--- src/rtl/mmio_pkg.sv ---
// mmio_pkg -- shared definitions for the memory-mapped UART FIFO block.
//   Register offsets relative to the block base address, STATUS and CTRL
//   bit positions, the UART byte width, and a small address decoder that
//   turns a bus address into a register selector.
package mmio_pkg;

  localparam int DATA_W = 8;

  localparam logic [31:0] OFF_STATUS  = 32'h00;
  localparam logic [31:0] OFF_TX_DATA = 32'h04;
  localparam logic [31:0] OFF_LED     = 32'h08;
  localparam logic [31:0] OFF_RX_DATA = 32'h0C;
  localparam logic [31:0] OFF_CTRL    = 32'h10;

  localparam int ST_TX_FULL    = 0;
  localparam int ST_TX_EMPTY   = 1;
  localparam int ST_RX_FULL    = 2;
  localparam int ST_RX_EMPTY   = 3;
  localparam int ST_TX_DROP    = 4;
  localparam int ST_TX_CNT_LSB = 8;
  localparam int ST_RX_CNT_LSB = 16;

  localparam int CTRL_RX_IE     = 0;
  localparam int CTRL_TX_IE     = 1;
  localparam int CTRL_CLR_DROP  = 8;
  localparam int CTRL_FLUSH_TX  = 9;
  localparam int CTRL_FLUSH_RX  = 10;

  typedef enum logic [2:0] {
    REG_NONE,
    REG_STATUS,
    REG_TX_DATA,
    REG_LED,
    REG_RX_DATA,
    REG_CTRL
  } reg_sel_e;

  // Exact-match decode: anything outside the five words maps to REG_NONE.
  function automatic reg_sel_e decode_reg(input logic [31:0] addr,
                                          input logic [31:0] base);
    logic [31:0] off;
    off = addr - base;
    case (off)
      OFF_STATUS:  return REG_STATUS;
      OFF_TX_DATA: return REG_TX_DATA;
      OFF_LED:     return REG_LED;
      OFF_RX_DATA: return REG_RX_DATA;
      OFF_CTRL:    return REG_CTRL;
      default:     return REG_NONE;
    endcase
  endfunction

endpackage

--- src/rtl/sync_fifo.sv ---
// sync_fifo -- single-clock circular FIFO.
//   clk, rst   : clock, asynchronous active-low reset (empties the FIFO)
//   push, din  : write request and data (ignored when full)
//   pop        : read request (ignored when empty)
//   flush      : empties the FIFO this cycle, overriding push and pop
//   full/empty : occupancy flags, count : number of stored entries
//   head       : oldest entry, forced to 0 while empty
module sync_fifo #(
  parameter int WIDTH = 8,
  parameter int DEPTH = 8
) (
  input  logic                     clk,
  input  logic                     rst,
  input  logic                     push,
  input  logic [WIDTH-1:0]         din,
  input  logic                     pop,
  input  logic                     flush,
  output logic                     full,
  output logic                     empty,
  output logic [$clog2(DEPTH):0]   count,
  output logic [WIDTH-1:0]         head
);

  localparam int PW = $clog2(DEPTH);
  localparam int CW = PW + 1;

  logic [WIDTH-1:0] mem [DEPTH];
  logic [PW-1:0]    wr_ptr;
  logic [PW-1:0]    rd_ptr;
  logic [CW-1:0]    cnt;
  logic             do_push;
  logic             do_pop;

  // Occupancy is judged on the state at the start of the cycle, so a push
  // into a full FIFO is lost even if a pop frees a slot on the same edge.
  assign full    = (cnt == CW'(DEPTH));
  assign empty   = (cnt == '0);
  assign do_push = push && !full;
  assign do_pop  = pop && !empty;
  assign count   = cnt;
  assign head    = empty ? '0 : mem[rd_ptr];

  // Pointer and count bookkeeping; pointers wrap naturally because DEPTH is
  // a power of two, and flush has the last word over push/pop.
  always_ff @(posedge clk or negedge rst) begin
    if (!rst) begin
      wr_ptr <= '0;
      rd_ptr <= '0;
      cnt    <= '0;
    end else if (flush) begin
      wr_ptr <= '0;
      rd_ptr <= '0;
      cnt    <= '0;
    end else begin
      if (do_push) wr_ptr <= wr_ptr + PW'(1);
      if (do_pop)  rd_ptr <= rd_ptr + PW'(1);
      cnt <= cnt + CW'(do_push) - CW'(do_pop);
    end
  end

  // Storage array carries no reset; stale contents are never visible
  // because head is masked while empty.
  always_ff @(posedge clk) begin
    if (do_push && !flush) mem[wr_ptr] <= din;
  end

endmodule

--- src/rtl/mmio_uart_fifo.sv ---
// mmio_uart_fifo -- CPU register window in front of a TX and an RX byte FIFO.
//   clk, rst              : clock, asynchronous active-low reset
//   cpu_dmem_*            : CPU bus (addr, we, re, wdata in; rdata out, comb)
//   cpu_uart_data_valid/data/ready : TX stream towards the UART sink
//   pdu_uart_data_valid/data/accept: RX stream from the UART source
//   led                   : LED register output
//   irq                   : registered level interrupt
module mmio_uart_fifo
  import mmio_pkg::*;
#(
  parameter logic [31:0] BASE_ADDR = 32'hFFFF0000,
  parameter int          TX_DEPTH  = 8,
  parameter int          RX_DEPTH  = 8,
  parameter int          LED_W     = 8
) (
  input  logic              clk,
  input  logic              rst,
  input  logic [31:0]       cpu_dmem_addr,
  input  logic              cpu_dmem_we,
  input  logic              cpu_dmem_re,
  input  logic [31:0]       cpu_dmem_wdata,
  output logic [31:0]       cpu_dmem_rdata,
  output logic              cpu_uart_data_valid,
  output logic [DATA_W-1:0] cpu_uart_data,
  input  logic              cpu_uart_data_ready,
  input  logic              pdu_uart_data_valid,
  input  logic [DATA_W-1:0] pdu_uart_data,
  output logic              pdu_uart_data_accept,
  output logic [LED_W-1:0]  led,
  output logic              irq
);

  localparam int TXCW = $clog2(TX_DEPTH) + 1;
  localparam int RXCW = $clog2(RX_DEPTH) + 1;

  reg_sel_e          sel;
  logic              tx_push, tx_pop, tx_flush, tx_full, tx_empty;
  logic              rx_push, rx_pop, rx_flush, rx_full, rx_empty;
  logic [TXCW-1:0]   tx_count;
  logic [RXCW-1:0]   rx_count;
  logic [DATA_W-1:0] rx_head;
  logic              ctrl_wr, led_wr;
  logic              tx_drop, rx_ie, tx_ie;
  logic [31:0]       status;
  logic              unused_wdata;

  assign sel     = decode_reg(cpu_dmem_addr, BASE_ADDR);
  assign ctrl_wr = cpu_dmem_we && (sel == REG_CTRL);
  assign led_wr  = cpu_dmem_we && (sel == REG_LED);

  assign tx_push  = cpu_dmem_we && (sel == REG_TX_DATA);
  assign tx_pop   = cpu_uart_data_valid && cpu_uart_data_ready;
  assign tx_flush = ctrl_wr && cpu_dmem_wdata[CTRL_FLUSH_TX];

  // The FIFO ignores an RX pop while empty, so a read of an empty RX_DATA
  // register has no side effect.
  assign rx_push  = pdu_uart_data_valid && pdu_uart_data_accept;
  assign rx_pop   = cpu_dmem_re && (sel == REG_RX_DATA);
  assign rx_flush = ctrl_wr && cpu_dmem_wdata[CTRL_FLUSH_RX];

  assign cpu_uart_data_valid  = !tx_empty;
  assign pdu_uart_data_accept = !rx_full;

  assign unused_wdata = ^cpu_dmem_wdata;

  sync_fifo #(.WIDTH(DATA_W), .DEPTH(TX_DEPTH)) u_tx_fifo (
    .clk   (clk),
    .rst   (rst),
    .push  (tx_push),
    .din   (cpu_dmem_wdata[DATA_W-1:0]),
    .pop   (tx_pop),
    .flush (tx_flush),
    .full  (tx_full),
    .empty (tx_empty),
    .count (tx_count),
    .head  (cpu_uart_data)
  );

  sync_fifo #(.WIDTH(DATA_W), .DEPTH(RX_DEPTH)) u_rx_fifo (
    .clk   (clk),
    .rst   (rst),
    .push  (rx_push),
    .din   (pdu_uart_data),
    .pop   (rx_pop),
    .flush (rx_flush),
    .full  (rx_full),
    .empty (rx_empty),
    .count (rx_count),
    .head  (rx_head)
  );

  // Control state: interrupt enables, the sticky drop flag and the LEDs.
  // A new drop beats a clear landing in the same cycle.
  always_ff @(posedge clk or negedge rst) begin
    if (!rst) begin
      tx_drop <= 1'b0;
      rx_ie   <= 1'b0;
      tx_ie   <= 1'b0;
      led     <= '0;
    end else begin
      if (ctrl_wr) begin
        rx_ie <= cpu_dmem_wdata[CTRL_RX_IE];
        tx_ie <= cpu_dmem_wdata[CTRL_TX_IE];
      end
      if (tx_push && tx_full) begin
        tx_drop <= 1'b1;
      end else if (ctrl_wr && cpu_dmem_wdata[CTRL_CLR_DROP]) begin
        tx_drop <= 1'b0;
      end
      if (led_wr) led <= cpu_dmem_wdata[LED_W-1:0];
    end
  end

  // Interrupt is sampled from the current FIFO state, so it trails the
  // condition by one clock.
  always_ff @(posedge clk or negedge rst) begin
    if (!rst) begin
      irq <= 1'b0;
    end else begin
      irq <= (rx_ie && !rx_empty) || (tx_ie && tx_empty);
    end
  end

  // STATUS word; counts wider than the 8-bit fields are truncated.
  always_comb begin
    status = '0;
    status[ST_TX_FULL]  = tx_full;
    status[ST_TX_EMPTY] = tx_empty;
    status[ST_RX_FULL]  = rx_full;
    status[ST_RX_EMPTY] = rx_empty;
    status[ST_TX_DROP]  = tx_drop;
    status[ST_TX_CNT_LSB +: 8] = 8'(tx_count);
    status[ST_RX_CNT_LSB +: 8] = 8'(rx_count);
  end

  // Zero-latency read mux; write-only and unmapped addresses read 0.
  always_comb begin
    cpu_dmem_rdata = '0;
    case (sel)
      REG_STATUS:  cpu_dmem_rdata = status;
      REG_LED:     cpu_dmem_rdata = 32'(led);
      REG_RX_DATA: cpu_dmem_rdata = 32'(rx_head);
      REG_CTRL: begin
        cpu_dmem_rdata[CTRL_RX_IE] = rx_ie;
        cpu_dmem_rdata[CTRL_TX_IE] = tx_ie;
      end
      default: cpu_dmem_rdata = '0;
    endcase
  end

endmodule

--- config.mk ---
export PLATFORM = sky130hd
export DESIGN_NAME = mmio_uart_fifo
export DESIGN_NICKNAME = d
export VERILOG_FILES = /design/src/rtl/mmio_pkg.sv /design/src/rtl/sync_fifo.sv /design/src/rtl/mmio_uart_fifo.sv
export SDC_FILE = /design/constraint.sdc
export NUM_CORES = 1
export LEC_CHECK = 0
export CAP_MARGIN = 5
export CORE_ASPECT_RATIO = 0.5
export CORE_UTILIZATION = 55
export CTS_BUF_LIST = sky130_fd_sc_hd__clkbuf_4
export DETAILED_ROUTE_END_ITERATION = 12
export PLACE_DENSITY = 0.84
export SYNTH_ARGS = -nofsm -noshare
export SYNTH_HDL_FRONTEND = slang
export SYNTH_SLANG_ARGS = --single-unit
--- constraint.sdc ---
create_clock -name clk -period 3.1 [get_ports clk]
set_clock_uncertainty 0.15 [all_clocks]
set_input_delay 0.62 -clock clk [delete_from_list [all_inputs] [get_ports clk]]
set_output_delay 0.62 -clock clk [all_outputs]
set_load 0.02 [all_outputs]
After elaboration in Yosys (flattened, before gate mapping)
Memories as Yosys holds them, arrays and structs flattened.
Cells that the tools add are included.
W data, S select, Z words.
{"block": "classes", "muxes": 21, "n_shift": 0, "reduce_logical": 33, "n_bitwise": 0, "eq_ne": 11, "multipliers": 0, "order_cmp": 0, "addsub": 9, "div": 0}
{"operator": "$eq A32 B4 Y1 const B", "count": 2}
{"operator": "$pmux W18 S3", "count": 1}
{"operator": "$eq A32 B3 Y1 const B", "count": 1}
{"operator": "$eq A32 B5 Y1 const B", "count": 1}
{"operator": "$logic_not A32 Y1", "count": 1}
{"operator": "$sub A32 B32 Y32 const B", "count": 1}
{"operator": "$mux W3", "count": 8}
{"operator": "$logic_and A1 B1 Y1", "count": 18}
{"operator": "$mux W8", "count": 2}
{"operator": "$pmux W3 S5", "count": 1}
{"operator": "$add A3 B1 Y3 const B", "count": 4}
{"operator": "$reduce_bool A2 Y1", "count": 5}
{"operator": "$add A4 B1 Y4", "count": 2}
{"operator": "$eq A4 B4 Y1 const B", "count": 2}
{"operator": "$logic_not A4 Y1", "count": 2}
{"operator": "$mux W4", "count": 2}
{"operator": "$pmux W2 S4", "count": 1}
{"operator": "$sub A4 B1 Y4", "count": 2}
{"operator": "$eq A3 B2 Y1 const B", "count": 2}
{"operator": "$eq A3 B3 Y1 const B", "count": 2}
{"operator": "$logic_not A1 Y1", "count": 6}
{"operator": "$mux W1", "count": 6}
{"operator": "$eq A3 B1 Y1 const B", "count": 1}
{"operator": "$logic_or A1 B1 Y1", "count": 1}
{"block": "word_totals", "romBits": 0, "wordCells": 87, "regBits": 32, "ramBits": 128, "mem_count": 2, "latchBits": 0}
{"name": "u_rx_fifo.mem", "words": 8, "width": 8, "read_ports": 1, "rd_ports_with_merged_regs": 0, "wr": 1, "line_no": "sync_fifo.sv:27", "rtl": "logic [WIDTH-1:0] mem [DEPTH];"}
{"name": "u_tx_fifo.mem", "words": 8, "width": 8, "read_ports": 1, "rd_ports_with_merged_regs": 0, "wr": 1, "line_no": "sync_fifo.sv:27"}

Logic depth before layout (Yosys ltp)
Gate-level depths: netlist of the first run.
{"block": "logic_depth", "word_depth": 10, "mapped_depth": 13, "mapped_depth_nobuf": 13}

Hierarchy
A second synthesis of the first run with hierarchy kept.
{"block": "hier_totals", "hier_cells": 536, "area_unflattened_um2": 7577.3}
{"module": "sync_fifo", "area_each_um2": 3249.4, "cells_each": 207, "instances": 2}
{"module": "mmio_uart_fifo", "area_each_um2": 1078.5, "cells_each": 122, "instances": 1}

Least setup slack after synthesis of the first run
No wires, ideal clock.
{"block": "synth_path", "path_type": "in2reg", "start": "input port cpu_dmem_addr[25]", "end": "memory u_tx_fifo.mem[1][0] (enable)", "setup_ns": 0.383, "cell_stages": 5, "required_time_ns": 2.567, "setup_slack_ns": -0.078, "arrival_time_ns": 2.645, "path_buffers": 0, "path_cell_list": "or3b_1 a31oi_4 o2111ai_4 or4_4 nor3_1"}
{"block": "synth_via", "elab_chain_len": 10, "elab_cells_between_ends": 17}
{"element": "start: declaration", "line_no": "mmio_uart_fifo.sv:18", "rtl": "input logic [31:0] cpu_dmem_addr,"}
{"element": "$sub A32 B32 Y32 *", "line_no": "mmio_pkg.sv:42", "rtl": "off = addr - base;"}
{"element": "$eq A32 B5 Y1 (tied with other cells)", "line_no": "mmio_pkg.sv:43", "rtl": "case (off)"}
{"element": "$pmux W3 S5 *", "line_no": "mmio_pkg.sv:43"}
{"element": "$eq A3 B3 Y1", "line_no": "mmio_uart_fifo.sv:48", "rtl": "assign ctrl_wr = cpu_dmem_we && (sel == REG_CTRL);"}
{"element": "$logic_and A1 B1 Y1", "line_no": "mmio_uart_fifo.sv:48"}
{"element": "$logic_and A1 B1 Y1", "line_no": "mmio_uart_fifo.sv:53", "rtl": "assign tx_flush = ctrl_wr && cpu_dmem_wdata[CTRL_FLUSH_TX];"}
{"element": "$logic_not A1 Y1", "line_no": "sync_fifo.sv:64", "rtl": "if (do_push && !flush) mem[wr_ptr] <= din;"}
{"element": "$logic_and A1 B1 Y1 *", "line_no": "sync_fifo.sv:64"}
{"element": "$mux W1 *", "line_no": "sync_fifo.sv:64"}
{"element": "$mux W1 (not written as such) *", "line_no": "sync_fifo.sv:64"}
{"element": "end: declaration", "line_no": "sync_fifo.sv:27"}
Every way passes the cells marked *; elsewhere a longest branch is shown, timed or not.

Final worst setup path of the first run
{"block": "layout_path", "start": "register u_rx_fifo.rd_ptr[0]", "end": "output port cpu_dmem_rdata[2]"}
{"block": "layout_via", "elab_chain_len": 3}
{"element": "start: declaration", "line_no": "sync_fifo.sv:29", "rtl": "logic [PW-1:0] rd_ptr;"}
{"element": "start signal: assignment", "line_no": "sync_fifo.sv:56", "rtl": "if (do_pop) rd_ptr <= rd_ptr + PW'(1);"}
{"element": "$mem_v2 Z8 W8"}
{"element": "$mux W8", "line_no": "sync_fifo.sv:41", "rtl": "assign head = empty ? '0 : mem[rd_ptr];"}
{"element": "$pmux W18 S3", "line_no": "mmio_uart_fifo.sv:139", "rtl": "case (sel)"}
{"element": "end: declaration", "line_no": "mmio_uart_fifo.sv:22", "rtl": "output logic [31:0] cpu_dmem_rdata,"}
No other way between the ends.

==> results of run 1 <==
==> per-layer routing <==
metal,wire length (um),up-vias,share of wire (%)
met5,0,-,0
met4,377,0,2.4
met3,824,33,5.3
met2,8060,166,52
met1,6340,2263,41
li1,-,2086,-
==> final cells by class <==
type,count,area (um^2)
Tap cell,170,213
Antenna cell,1,2.50
Clock buffer,18,135
Multi-Input combinational cell,265,2460
Sequential cell,160,4650
Timing Repair Buffer,166,1590
Fill cell,796,3480
Clock inverter,14,143
Inverter,17,63.8
==> cells in the mapped netlist, drive strengths merged, types with 2 or more instances <==
master	number
and3	3
xor2	3
a21o	3
and4	2
edfxtp	128
nand4	4
or3b	2
a22oi	2
nor3	18
xnor2	6
nor2b	6
nor4	10
nand3	12
mux2i	15
nor2	33
mux4	32
nor3b	5
a22o	2
buf	25
clkbuf	12
inv	17
o21ai	5
dfrtp	32
or4	2
a32oi	2
a21oi	7
nand2	21
or3	2
mux2	15
fa	2
nand2b	3
ha	16
o22ai	3
==> power by group through the flow <==
stage               sequential [uW]  combinational (uW)  clock [uW]
floorplan                      2670                1180           0
global placement               2730                1730           0
detailed placement             2750                1780           0
CTS                            2700                1730        1240
global route                   2730                1940        1320
finish                         2710                1760        1210
==> logic make-up (layout without fill, tap and decap cells) <==
logic type	after synthesis	count (layout)	share of synthesized area, %
mux	62	62	14.4
fa+ha+maj	18	18	3.33
other cells	1	17	0.0520
compound gates	33	33	3.61
buf+inv	54	215	3.73
xor+xnor	9	9	1.09
flops	160	160	64.5
simple gates	127	127	9.29
==> worst max-delay path: cells and delay by family, from the launching register on <==
family,cells,cell delay (ns)
AOI/OAI and AO/OA,1,0.15
muxes,2,0.80
and+or+nand+nor,1,0.05
DFF,1,0.44
buffers and inverters,3,0.41
==> registers in the layout, indices dropped and copies added (netlist names) <==
register	count
led	8
u_rx_fifo.mem	64
u_tx_fifo.mem	64
u_tx_fifo.wr_ptr	3
tx_ie	1
tx_drop	1
u_rx_fifo.wr_ptr	3
u_rx_fifo.count	4
u_tx_fifo.count	4
irq	1
rx_ie	1
u_rx_fifo.rd_ptr	3
u_tx_fifo.rd_ptr	3
==> path summary, 6_finish.rpt <==
check	startpoint	end	slack [ns]	depth (start not counted)
max	u_rx_fifo.rd_ptr[0]	cpu_dmem_rdata[2]	-0.05	7
max in group asynchronous	rst	u_rx_fifo.rd_ptr[0]	2.14	2
min reg2reg	tx_drop	tx_drop	0.39	1
min	rst	u_rx_fifo.wr_ptr[0]	0.30	2
min in group clk	tx_drop	tx_drop	0.39	1
max reg2reg	u_rx_fifo.count[3]	u_rx_fifo.count[2]	0.40	12
==> repair_timing <==
item	in CTS	in global routing
setup endpoints to repair	25	18
pin swaps	9	4
setup buffers	5	1
gates cloned	0	2
endpoints found under the hold margin	0	0
resized for setup	109	15
==> stage by stage <==
stage | hold slack [ns] | area (um^2) | total power [uW] | util [%] | instances
after detailed placement | 0.328 | 8850 | 4530 | 69.5 | 770
after floorplan | 0.174 | 7280 | 3840 | - | 479
after global placement | 0.339 | 8850 | 4470 | 69.5 | 770
final | 0.304 | 9260 | 5690 | 72.7 | 811
after global routing | 0.302 | 9260 | 6000 | 72.7 | 811
after CTS | 0.278 | 9160 | 5670 | 71.9 | 807
==> cells in the final DEF (no fill, tap or decap), types with 11 or more instances in the layout <==
master           Yosys  layout
edfxtp_1           128     128
buf_4               16      64
clkdlybuf4s50_1      0      61
nor2_1              33      32
mux4_2              32      32
dfrtp_1             32      30
nand2_1             21      19
clkbuf_4             0      18
inv_1               17      17
ha_1                16      16
conb_1               1      16
mux2i_1             15      14
mux2_2              15      13
buf_12               0      12
nand3_1             12      11
nor3_1              17      11
==> flow_metrics.env, run 1 <==
export IMPL_outcome="complete, but fails checks"
export IMPL_violations="setup timing"
export IMPL_io_pins=129
export IMPL_dp_final_hpwl_um=10800
export IMPL_required_ns=2.33
export IMPL_vias=4548
export IMPL_cts_root_buf="clkbuf_4"
export IMPL_gp_congestion=0.835
export IMPL_min_path_type="in2async"
export IMPL_hold_buffers=0
export IMPL_synth_area_leaders="edfxtp_1 53%, dfrtp_1 11%, mux4_2 10%, ha_1 2.8%, mux2_2 2.3%"
export IMPL_ys_seq_area_share_pct=64.5
export IMPL_ir_drop_uv=408
export IMPL_wl_per_cell_um=19.2
export IMPL_clkPwrFrac_pct=21.3
export IMPL_cap_violations=0
export IMPL_crit_type="reg2out"
export IMPL_cp_max_fo=5
export IMPL_netlist_area_um2=7210
export IMPL_drc=0
export IMPL_cts_tree="yes"
export IMPL_grt_overflow=0
export IMPL_leakage_uw=0.00345
export IMPL_min_period_over_period_pct=102
export IMPL_synth_top_area_cell="edfxtp_1"
export IMPL_die_x_um=164
export IMPL_netlist_instances=464
export IMPL_num_rows=29
export IMPL_grt_start_max_net_pins=33
export IMPL_grtUsageMet3_pct=4.75
export IMPL_io_buffers=91
export IMPL_worst_pin_slew_ns=1.06
export IMPL_cp_data_arrival_time_ns=2.38
export IMPL_hold_violations=0
export IMPL_layout_nets=723
export IMPL_rsz0062_at_grt="true"
export IMPL_pwr_share_seq_pct=47.7
export IMPL_layout_drive_gt1_share_pct=31.1
export IMPL_place_ws_ns=-0.712
export IMPL_setup_ws_ns=-0.0545
export IMPL_use_met1_pct=31.0
export IMPL_syn_to_final_growth_pct=28.5
export IMPL_endpoint_kind="primary output"
export IMPL_ant_nets=0
export IMPL_cts_buffers=17
export IMPL_grt_use_met2_pct=41.1
export IMPL_async_flop_share_pct=20.0
export IMPL_synthFlopType="edfxtp_1"
export IMPL_crit_path_max_incr_delay_ns=0.50
export IMPL_powerDensity_nw_per_um2=614
export IMPL_p_int_uw=3810
export IMPL_timing_setup_tns_ns=-0.105
export IMPL_dieHeight_um=82.9
export IMPL_crit_chain="buf_12, buf_4, mux4_2, mux2_4, a32oi_1, nor2_1, buf_2"
export IMPL_fin_crit_ns=3.15
export IMPL_yosysTopAreaCellShare_pct=53.3
export IMPL_cts_sinks=160
export IMPL_pwr_share_comb_pct=31.0
export IMPL_grt_use_total_pct=24.4
export IMPL_switching_share_pct=33.0
export IMPL_start_util_pct=56.6
export IMPL_yosysWarnings=0
export IMPL_slowest_stage="mux4_2"
export IMPL_switchingPower_uw=1880
export IMPL_avgSynthCellArea_um2=15.5
export IMPL_relSlewSlack_pct=28.7
export IMPL_drt_total_wl_um=15600
export IMPL_drt_iter0_markers=317
export IMPL_core_um2=12700
export IMPL_grt_pass1_wl_um=24200
export IMPL_cts_clk_slew_worst_paths_ns=0.15
export IMPL_via_per_inst=5.61
export IMPL_busiest_layer="met2"
export IMPL_synth_edff_count=128
export IMPL_maxSlewViolCount=0
export IMPL_insertion_delay_ns=0.55
export IMPL_start_kind="flip-flop"
export IMPL_setup_viol=4
export IMPL_fmax_ghz=0.317
export IMPL_clock_path_buffers=2
export IMPL_htree_num_levels=4
export IMPL_antenna_found_initial=1
export IMPL_die_area_um2=13600
export IMPL_grt_pass1_vias=4572
export IMPL_dr_pass1_iters=7
export IMPL_synth_seq_cells=160
export IMPL_synthDistinctLibCells=53
(Power assumes the default switching activity.)
==> run 2: changes to the inputs <==
CORE_ASPECT_RATIO = not set   (was 0.5)
==> flow_metrics.env, run 2 (same netlist as run 1, synthesis figures left out) <==
export IMPL_die_area_um2=13600
export IMPL_dieHeight_um=116
export IMPL_cts_buffers=17
export IMPL_reg_top3="u_rx_fifo.mem: 64 flops, u_tx_fifo.mem: 64 flops, led: 8 flops"
export IMPL_ant_nets=0
export IMPL_reg2reg_to="u_rx_fifo.count[2]"
export IMPL_gp_congestion=0.908
export IMPL_crit_type="reg2out"
export IMPL_drt_total_wl_um=17300
export IMPL_io_buffers=91
export IMPL_violations="setup timing"
export IMPL_dp_final_hpwl_um=11100
export IMPL_antennaDiodeCount=0
export IMPL_vias=4685
export IMPL_cap_violations=0
export IMPL_finalPower_uw=5920
export IMPL_worst_pin_slew_ns=1.05
export IMPL_htree_num_levels=4
export IMPL_grt_overflow=0
export IMPL_crit_path_max_incr_delay_ns=0.53
export IMPL_num_rows=41
export IMPL_via_per_inst=5.67
export IMPL_required_ns=2.33
export IMPL_cts_clk_slew_worst_paths_ns=0.14
export IMPL_insertion_delay_ns=0.56
export IMPL_setup_ws_ns=-0.173
export IMPL_hold_buffers=0
export IMPL_layout_nets=737
export IMPL_setup_viol=6
export IMPL_outcome="complete, but fails checks"
export IMPL_final_common_cell="edfxtp_1"
export IMPL_grt_pass1_wl_um=25700
export IMPL_post_route_util_pct=74.7
export IMPL_grt_pass1_vias=4802
export IMPL_rr_worst_depth=12
export IMPL_path_buf_inv=3
export IMPL_critPathCapture="cpu_dmem_rdata[4]"
export IMPL_final_cell_mix="128 x edfxtp_1, 75 x buf_4, 56 x clkdlybuf4s50_1, 32 x mux4_2, 31 x dfrtp_1"
export IMPL_leakage_uw=0.00365
export IMPL_cts_tree="yes"
export IMPL_crit_family="multiplexers"
export IMPL_rsz0062_at_grt="true"
export IMPL_hold_violations=0
export IMPL_wl_per_cell_um=21.0
export IMPL_fillerInstances=772
export IMPL_layout_drive_gt1_share_pct=34.7
export IMPL_cts_root_buf="clkbuf_4"
export IMPL_dr_pass1_iters=5
export IMPL_grt_start_max_net_pins=33
export IMPL_drc=0
export IMPL_cp_max_fo=6
export IMPL_cts_sinks=160
export IMPL_min_path_type="in2async"
export IMPL_syn_to_final_growth_pct=31.8
export IMPL_slowest_stage="mux4_2"
export IMPL_grt_use_total_pct=26.5
export IMPL_powerDensity_nw_per_um2=623
export IMPL_r2r_setup_slack_ns=0.36
export IMPL_cp_data_arrival_time_ns=2.50
export IMPL_start_kind="flip-flop"
export IMPL_antenna_found_initial=0
export IMPL_ir_drop_uv=369
export IMPL_min_period_over_period_pct=106
export IMPL_start_util_pct=56.6
export IMPL_die_x_um=116
export IMPL_fmax_ghz=0.305
export IMPL_endpoint_kind="primary output"
export IMPL_maxSlewViolCount=0
export IMPL_path_depth=7
export IMPL_fin_crit_ns=3.27
export IMPL_drt_iter0_markers=401
export IMPL_relSlewSlack_pct=29.3
export IMPL_cp_startpoint="u_rx_fifo.rd_ptr[0]"
export IMPL_core_um2=12700
export IMPL_crit_chain="buf_12, buf_8, mux4_2, mux2_4, a32oi_2, nor2_1, buf_4"
export IMPL_clock_path_buffers=2
export IMPL_io_pins=129
export IMPL_worstReg2RegStart="u_rx_fifo.count[3]"
-- run 2: changes by cell type in the layout (fill, tap and decap cells not counted), sizes merged --
cell / delta
clkdlybuf4s50: -5
bufinv: +3
diode: -1
dlygate4sd2: +1
clkinvlp: -3
inv: -5
clkinv: +2
dlymetal6s2s: +4
buf: +15
clkbuf: +2
-- run 2: power breakdown --
| group | internal [uW] | switching, uW |
|---|---|---|
| registers | 2550 | 166 |
| logic | 926 | 938 |
| clock network | 608 | 731 |
-- run 2: area by class of cell --
class	instances	area (um^2)	area share, %
clock buffer	21	158	1.66
clock inverter	11	156	1.65
inverter	17	63.8	0.672
multi-input combinational	265	2540	26.7
sequential	160	4650	48.9
tap	172	215	2.27
timing repair buffer	180	1720	18.1
-- run 2: how the worst min path moves through the flow --
stage	cells after the start	to	startpoint
after floorplan	0	irq	rst
after global placement	1	tx_drop	tx_drop
after detailed placement	1	tx_drop	tx_drop
after CTS	2	led[5]	rst
after global routing	2	u_rx_fifo.count[2]	rst
final	2	u_rx_fifo.count[0]	rst
-- run 2: what timing repair did --
| action | 4_1_cts | 5_1_grt |
|---|---|---|
| gates resized for setup | 124 | 35 |
| gates cloned | 1 | 1 |
| pin swaps | 13 | 17 |
| setup buffers | 12 | 8 |
| setup endpoints to repair | 26 | 25 |
-- run 2: metal layers --
layer / part of all wire (%) / global-route usage [%]
met1: 38 / 30.4
met2: 54 / 46.8
met3: 4.6 / 6.43
met4: 3.6 / 12.4
met5: 0 / 0
-- run 2: stage by stage --
step           cells  instance area (um^2)  worst slack (ns)  hold slack, ns  TNS [ns]
6_report         826                  9500            -0.173           0.307    -0.591
5_1_grt          826                  9500            -0.243           0.322     -1.49
4_1_cts          817                  9300            -0.163           0.303    -0.650
3_5_place_dp     772                  8840            -0.779           0.360    -59.18
3_3_place_gp     772                  8840            -0.633           0.317    -48.62
2_1_floorplan    479                  7280           -0.0699           0.174    -0.841
